### config.mk
export PLATFORM = sky130hd
export DESIGN_NAME = scan_load_ctrl
export DESIGN_NICKNAME = d
export VERILOG_FILES = /design/src/rtl/scan_pkg.sv /design/src/rtl/scan_shift_reg.sv /design/src/rtl/scan_load_ctrl.sv
export SDC_FILE = /design/constraint.sdc
export NUM_CORES = 1
export LEC_CHECK = 0
export CORE_ASPECT_RATIO = 1.5
export CORE_UTILIZATION = 40
export DETAILED_ROUTE_END_ITERATION = 8
export PLACE_DENSITY = 0.68
export REMOVE_ABC_BUFFERS = 1
export SYNTH_ARGS = -nofsm -noshare
export SYNTH_HDL_FRONTEND = slang
export SYNTH_SLANG_ARGS = --single-unit
### constraint.sdc
create_clock -name clk -period 4.58 [get_ports clk]
set_input_delay 0.916 -clock clk [delete_from_list [all_inputs] [get_ports clk]]
set_output_delay 0.916 -clock clk [all_outputs]
set_load 0.005 [all_outputs]
### src/rtl/scan_pkg.sv
// Shared scan-path types and constants for the DFT load/dump controllers.
package scan_pkg;

   localparam int SCAN_WORD_W = 32;

   typedef enum logic [2:0] {
      IDLE      = 3'd0,
      ACK       = 3'd1,
      WAIT_WORD = 3'd2,
      SHIFT     = 3'd3,
      CAPTURE   = 3'd4,
      COMMIT    = 3'd5
   } scan_load_state_t;

endpackage

### src/rtl/scan_shift_reg.sv
// Parallel-load, LSB-first right-shift register feeding the scan chain.
import scan_pkg::*;

module scan_shift_reg #(
   parameter int W = SCAN_WORD_W
) (
   input  logic         clk,
   input  logic         reset,
   input  logic         load,
   input  logic         shift,
   input  logic [W-1:0] d,
   output logic         sout
);

   logic [W-1:0] q;

   always_ff @(posedge clk or negedge reset) begin
      if (!reset) begin
         q <= '0;
      end else if (load) begin
         q <= d;
      end else if (shift) begin
         q <= {1'b0, q[W-1:1]};
      end
   end

   assign sout = q[0];

endmodule

### src/rtl/scan_load_ctrl.sv
// Scan-in controller: host words -> serial chain, then commit/ack.
// SCAN_LOAD_CAPTURE_EN adds one functional capture cycle before commit.
import scan_pkg::*;

module scan_load_ctrl #(
   parameter int WORD_W = SCAN_WORD_W,
   parameter int CNT_W  = 32
) (
   input  logic              clk,
   input  logic              reset,
   input  logic              val_op,
   input  logic [CNT_W-1:0]  chain_len,
   output logic              op_ack,
   input  logic [WORD_W-1:0] din,
   input  logic              din_val,
   output logic              din_rdy,
   output logic              sc_sin,
   output logic              sc_sen,
   output logic              sc_ce,
   output logic              op_commit,
   input  logic              commit_ack
);

`ifdef SCAN_LOAD_CAPTURE_EN
   localparam scan_load_state_t FIN = CAPTURE;
`else
   localparam scan_load_state_t FIN = COMMIT;
`endif

   localparam logic [CNT_W-1:0] WORD_N = CNT_W'(WORD_W);
   localparam logic [CNT_W-1:0] ONE    = CNT_W'(1);

   scan_load_state_t state;
   scan_load_state_t nxt;

   logic [CNT_W-1:0] bits_left;
   logic [CNT_W-1:0] word_cnt;
   logic [CNT_W-1:0] word_bits;
   logic             load;
   logic             shift;

   assign load      = (state == WAIT_WORD) && din_val;
   assign shift     = (state == SHIFT);
   assign word_bits = (bits_left < WORD_N) ? bits_left : WORD_N;

   always_comb begin
      nxt = state;
      unique case (state)
         IDLE:      if (val_op) nxt = ACK;
         ACK:       nxt = (bits_left != '0) ? WAIT_WORD : FIN;
         WAIT_WORD: if (din_val) nxt = SHIFT;
         SHIFT: begin
            if (bits_left == ONE)     nxt = FIN;
            else if (word_cnt == ONE) nxt = WAIT_WORD;
         end
         CAPTURE:   nxt = COMMIT;
         COMMIT:    if (commit_ack) nxt = IDLE;
         default:   nxt = IDLE;
      endcase
   end

   // Outputs are registered from the next state so they line up with it.
   always_ff @(posedge clk or negedge reset) begin
      if (!reset) begin
         state     <= IDLE;
         bits_left <= '0;
         word_cnt  <= '0;
         op_ack    <= 1'b0;
         din_rdy   <= 1'b0;
         sc_sen    <= 1'b0;
         sc_ce     <= 1'b0;
         op_commit <= 1'b0;
      end else begin
         state     <= nxt;
         op_ack    <= (nxt == ACK);
         din_rdy   <= (nxt == WAIT_WORD);
         sc_sen    <= (nxt == SHIFT);
         sc_ce     <= (nxt == SHIFT) || (nxt == CAPTURE);
         op_commit <= (nxt == COMMIT);
         if (state == IDLE && val_op) begin
            bits_left <= chain_len;
         end
         if (load) begin
            word_cnt <= word_bits;
         end
         if (shift) begin
            if (bits_left != '0) bits_left <= bits_left - ONE;
            if (word_cnt != '0)  word_cnt  <= word_cnt - ONE;
         end
      end
   end

   scan_shift_reg #(
      .W(WORD_W)
   ) u_shreg (
      .clk  (clk),
      .reset(reset),
      .load (load),
      .shift(shift),
      .d    (din),
      .sout (sc_sin)
   );

endmodule

Yosys cells after proc, flatten, opt, wreduce, memory -nomap -nowiden
Index checks and enable logic that the tools add are counted.
{"block": "op_classes", "n_eq_ne": 12, "muxes": 16, "n_reduce_logical": 7, "addsub": 2, "magnitude_cmp": 1}
{"operator": "32-bit two-way mux", "n": 9}
{"operator": "32-bit by 1-bit == test with 1-bit output (second input constant)", "n": 2}
{"operator": "32-bit nonzero test", "n": 2}
{"operator": "32-bit by 1-bit subtractor with 32-bit output (second input constant)", "n": 2}
{"operator": "32-bit by 6-bit < comparator with 1-bit output (second input constant)", "n": 1}
{"operator": "3-bit two-way mux", "n": 6}
{"operator": "3-bit one-hot mux with 6 select lines", "n": 1}
{"operator": "3-bit by 2-bit == test with 1-bit output (second input constant)", "n": 4}
{"operator": "3-bit == test (second input constant)", "n": 4}
{"operator": "3-bit by 1-bit == test with 1-bit output (second input constant)", "n": 2}
{"operator": "3-bit logical NOT", "n": 1}
{"operator": "1-bit logical AND", "n": 2}
{"operator": "2-bit nonzero test", "n": 1}
{"operator": "1-bit logical OR", "n": 1}
{"block": "word_totals", "out_inout_bits": 6, "regBits": 104}

Depth between registers and ports, before layout
{"block": "depth", "ltp_word": 6, "mapped_depth": 9, "ltp_nobuf": 7}

Cells and area by module
Synthesis repeated with hierarchy kept, for this count alone.
{"block": "unflattened", "cells_unflattened": 640, "hier_area_um2": 5839.4}
{"module": "scan_load_ctrl", "n_inst": 1, "cells_each": 501, "area_per_inst_um2": 4324.1, "seq_area_each_um2": 1801.7}
{"module": "scan_shift_reg", "n_inst": 1, "cells_each": 139, "area_per_inst_um2": 1515.2, "seq_area_each_um2": 800.8}

Worst setup path after synthesis
OpenSTA, ideal clock, no wires.
{"block": "synth_path", "path_type": "register to register", "startpoint": "register bits_left[6]", "endpoint": "register bits_left[30]", "t_required_ns": 4.455, "stages_incl_launch_ff": 9, "t_arrival_ns": 2.089, "path_slack_ns": 2.365, "cell_sequence": "dfrtp_1 -> nor4_2 -> nand2_1 -> o41ai_4 -> nand2_1 -> buf_2 -> buf_6 -> o22ai_1 -> nor3_1"}
{"block": "synth_between", "elab_chain_cells": 3}
{"item": "start, declared", "line_no": "scan_load_ctrl.sv:36", "source": "logic [CNT_W-1:0] bits_left;"}
{"item": "start signal, assigned", "line_no": "scan_load_ctrl.sv:81", "source": "bits_left <= chain_len;"}
{"item": "start signal, assigned", "line_no": "scan_load_ctrl.sv:87", "source": "if (bits_left != '0) bits_left <= bits_left - ONE;"}
{"item": "32-bit by 1-bit subtractor with 32-bit output or 32-bit nonzero test (tied branches)", "line_no": "scan_load_ctrl.sv:87"}
{"item": "32-bit two-way mux (*)", "line_no": "scan_load_ctrl.sv:87"}
{"item": "32-bit two-way mux (*)", "line_no": "scan_load_ctrl.sv:86", "source": "if (shift) begin"}
Every way passes the cells marked *; elsewhere a longest branch is shown, timed or not.
A chain may end at the register's enable or synchronous reset.

Final worst setup path
{"block": "layout_path", "startpoint": "register word_cnt[15]", "endpoint": "register word_cnt[16]"}
{"block": "layout_between", "elab_chain_cells": 3}
{"item": "start, declared", "line_no": "scan_load_ctrl.sv:37", "source": "logic [CNT_W-1:0] word_cnt;"}
{"item": "start signal, assigned", "line_no": "scan_load_ctrl.sv:84", "source": "word_cnt <= word_bits;"}
{"item": "start signal, assigned", "line_no": "scan_load_ctrl.sv:88", "source": "if (word_cnt != '0) word_cnt <= word_cnt - ONE;"}
{"item": "32-bit by 1-bit subtractor with 32-bit output or 32-bit nonzero test (tied branches)", "line_no": "scan_load_ctrl.sv:88"}
{"item": "32-bit two-way mux (*)", "line_no": "scan_load_ctrl.sv:88"}
{"item": "32-bit two-way mux (*)", "line_no": "scan_load_ctrl.sv:86"}
Marked as above.

==> flow_summary.json <==
{
  "status": "finished clean",
  "worst_pin_slew_ps": 1140,
  "fin_nets": 795,
  "die-area_sq_mm": 0.0146,
  "wire_per_inst_microns": 15.9,
  "total_power_mw": 3.38,
  "drive_gt1_share_pct": 5.79,
  "use_met2_pct": 36.4,
  "cp.required_ps": 4810,
  "finalHoldViolations": 0,
  "critical_path_class": "flop to flop",
  "track_usage_pct": 20.2,
  "yosys_warnings": 0,
  "detail-route-antenna-nets": 0,
  "ys.flop_type": "dfrtp_1",
  "grt_pass1_wl_microns": 24200,
  "via_per_inst": 5.94,
  "first_pass_iters": 5,
  "root_buffer": "clkbuf_16",
  "clock_skew_ps": 9.24,
  "cap_violations": 0,
  "path_clk_slew_ps": 70,
  "ys_seq_area_share_pct": 46.3,
  "hold_path_class": "flop to flop",
  "numCtsBuffers": 9,
  "arrival_ps": 3500,
  "use_met1_pct": 24.7,
  "antenna_found_initial": 0,
  "setup_tns_ps": 0,
  "rsz0062_at_grt": "false",
  "drcViolationCount": 0,
  "ys_top_cells_by_area": "dfrtp_1 (46%), nand2_1 (6.9%), nor3_1 (6.0%)",
  "vdd_ir_drop_max_mv": 0.249,
  "setup_viol": 0,
  "leakage_nw": 2.82,
  "grt_max_degree": 74,
  "cts_tree": "yes",
  "period_needed_ps": 3270,
  "io_buffers": 74,
  "finalCritPeriodShare_pct": 71.4,
  "ctsResizeCount": 0,
  "synthCells": 665,
  "dp.cells": 871,
  "ys_ff_latch": 104,
  "drt_iter0_drc": 337,
  "crit_fanout": 17,
  "synth.top_cell.area_share_pct": 46.3,
  "critPathLaunchType": "flop",
  "clk_path_buf_depth": 2,
  "met3_usage_pct": 2.90,
  "overflow": 0,
  "vias": 5265,
  "cts-hold-fix-buffers": 0,
  "synth-async-reset-ratio_pct": 100,
  "rows": 52,
  "start_util_pct": 41.4,
  "final_cells": 887,
  "fmax_mhz": 306,
  "diodes": 0,
  "top_usage_layer": "met2",
  "slew_headroom_pct": 24.0,
  "synth_largest_area_cell": "dfrtp_1",
  "hpwl_microns": 9620,
  "place_congestion": 0.845,
  "ys_types": 57,
  "syn_area_sq_mm": 0.00563,
  "die_w_microns": 98.8,
  "cts.sinks": 104,
  "area_growth_pct": 19.9,
  "synth_enable_flop_cells": 0,
  "clk_latency_ps": 340,
  "die_h_microns": 147,
  "wirelength_microns": 14100,
  "syn_avg_cell_area_sq_um": 8.46,
  "drv_slew": 0,
  "ioPinCount": 75,
  "grt_pass1_vias": 5125,
  "core_sq_mm": 0.0136,
  "post_cts.repair.setup_buffers": 0,
  "cellPowerDensity_mw_per_mm2": 501,
  "cts_max_level": 3,
  "endpoint_kind": "flop"
}
-- area by class of cell --
cell class / count / area (sq um)
fill: 1275 / 6850
clock inverter: 4 / 27.5
inverter: 10 / 37.5
timing repair buffer: 83 / 806
tap: 162 / 203
multi-input combinational: 512 / 2810
sequential: 104 / 2600
clock buffer: 12 / 256
-- layer usage --
| layer | wire, microns | vias to the layer above |
|---|---|---|
| li1 | - | 2557 |
| met2 | 7290 | 144 |
| met3 | 560 | 13 |
| met5 | 0 | - |
| met1 | 6020 | 2551 |
| met4 | 189 | 0 |
-- through the flow --
| step | util [%] | hold WS, ps | worst slack, ps | instance area (sq um) |
|---|---|---|---|---|
| 3_5_place_dp | 47.5 | 481 | 1360 | 6460 |
| 6_report | 49.6 | 491 | 1310 | 6750 |
| 4_1_cts | 49.6 | 487 | 1320 | 6750 |
| 5_1_grt | 49.6 | 507 | 1080 | 6750 |
| 3_3_place_gp | 47.5 | 471 | 1400 | 6460 |
| 2_1_floorplan | - | 446 | 910 | 5450 |
-- placed cells by master (no fill, tap or decap), types with 3 or more instances in the layout --
cell type,synthesis,layout
nor2_1,82,82
a311oi_1,4,4
a211oi_1,16,16
nand2_1,103,103
nor3_1,67,67
nor4_4,3,3
o31ai_1,6,6
o22ai_1,12,12
nand2b_1,3,3
nand3_1,17,16
dfrtp_1,104,104
or3_1,4,4
nand3b_1,3,3
clkdlybuf4s50_1,0,73
nand4_1,6,6
and3_1,11,11
ha_1,6,6
or4_1,3,3
clkbuf_16,0,9
o21ai_0,41,41
a31oi_1,37,37
buf_4,1,10
nor4_2,3,3
inv_1,10,10
a211o_1,3,3
a22o_1,4,4
nor4_1,16,16
or2_2,4,4
a21oi_1,28,28
-- path summary, 6_finish.rpt --
path | from | end | slack (ps) | depth (start not counted)
worst min register to register | word_cnt[30]$_DFF_PN0_ | word_cnt[30]$_DFF_PN0_ | 490 | 1
max in group asynchronous | reset | state[1]$_DFF_PN0_ | 2860 | 2
worst max register to register | word_cnt[15]$_DFF_PN0_ | word_cnt[16]$_DFF_PN0_ | 1310 | 7
min in group asynchronous | reset | bits_left[26]$_DFF_PN0_ | 730 | 1
worst max-delay path | word_cnt[15]$_DFF_PN0_ | word_cnt[16]$_DFF_PN0_ | 1310 | 7
worst min-delay path | word_cnt[30]$_DFF_PN0_ | word_cnt[30]$_DFF_PN0_ | 490 | 1
-- flip-flops by register name (all words and copies together), names as in the netlist --
name,cells
state,3
u_shreg.q,32
bits_left,32
sc_ce,1
op_ack,1
word_cnt,32
din_rdy,1
sc_sen,1
op_commit,1
-- Yosys cell counts (2+ instances only) --
library cell,number
nor4_1,16
or3_1,4
nor3_1,67
a21oi_1,28
nor4_4,3
o22ai_1,12
a311oi_1,4
nor2_1,82
a221oi_1,2
buf_1,3
nand2b_1,3
a211oi_1,16
a22o_1,4
a211o_1,3
a41o_1,2
or2_2,4
nand3b_1,3
buf_6,2
and3_1,11
or4_1,3
clkbuf_1,23
nor4_2,3
ha_1,6
a31oi_1,37
nand4_1,6
buf_2,10
o21ai_0,41
o211ai_1,2
o41ai_1,2
nand3_1,17
nand2_1,103
inv_1,10
dfrtp_1,104
o31ai_1,6
-- kinds of logic after synthesis --
family,count (synthesis),synth area share (%)
compound gates,171,19.7
mux,2,0.378
fa+ha+maj,6,1.33
flops,104,46.3
buf+inv,49,3.82
simple gates,333,28.5
-- power by group --
group | leakage [nW] | internal, mW | total, mW | switching (mW)
clock network | 0.143 | 0.400 | 0.742 | 0.341
logic | 1.45 | 0.473 | 1.09 | 0.613
registers | 1.22 | 1.24 | 1.56 | 0.318
total | 2.82 | 2.11 | 3.38 | 1.27
-- critical path, stage by stage, from the launching register on --
cell and delay (ps):
dfrtp_1 440, nor4_4 450, nand3_2 230, nor4_4 680, buf_4 280, nand2b_1 590, o21ai_0 200, mux2_2 290
Note: power is estimated with default switching activity, not from simulation.
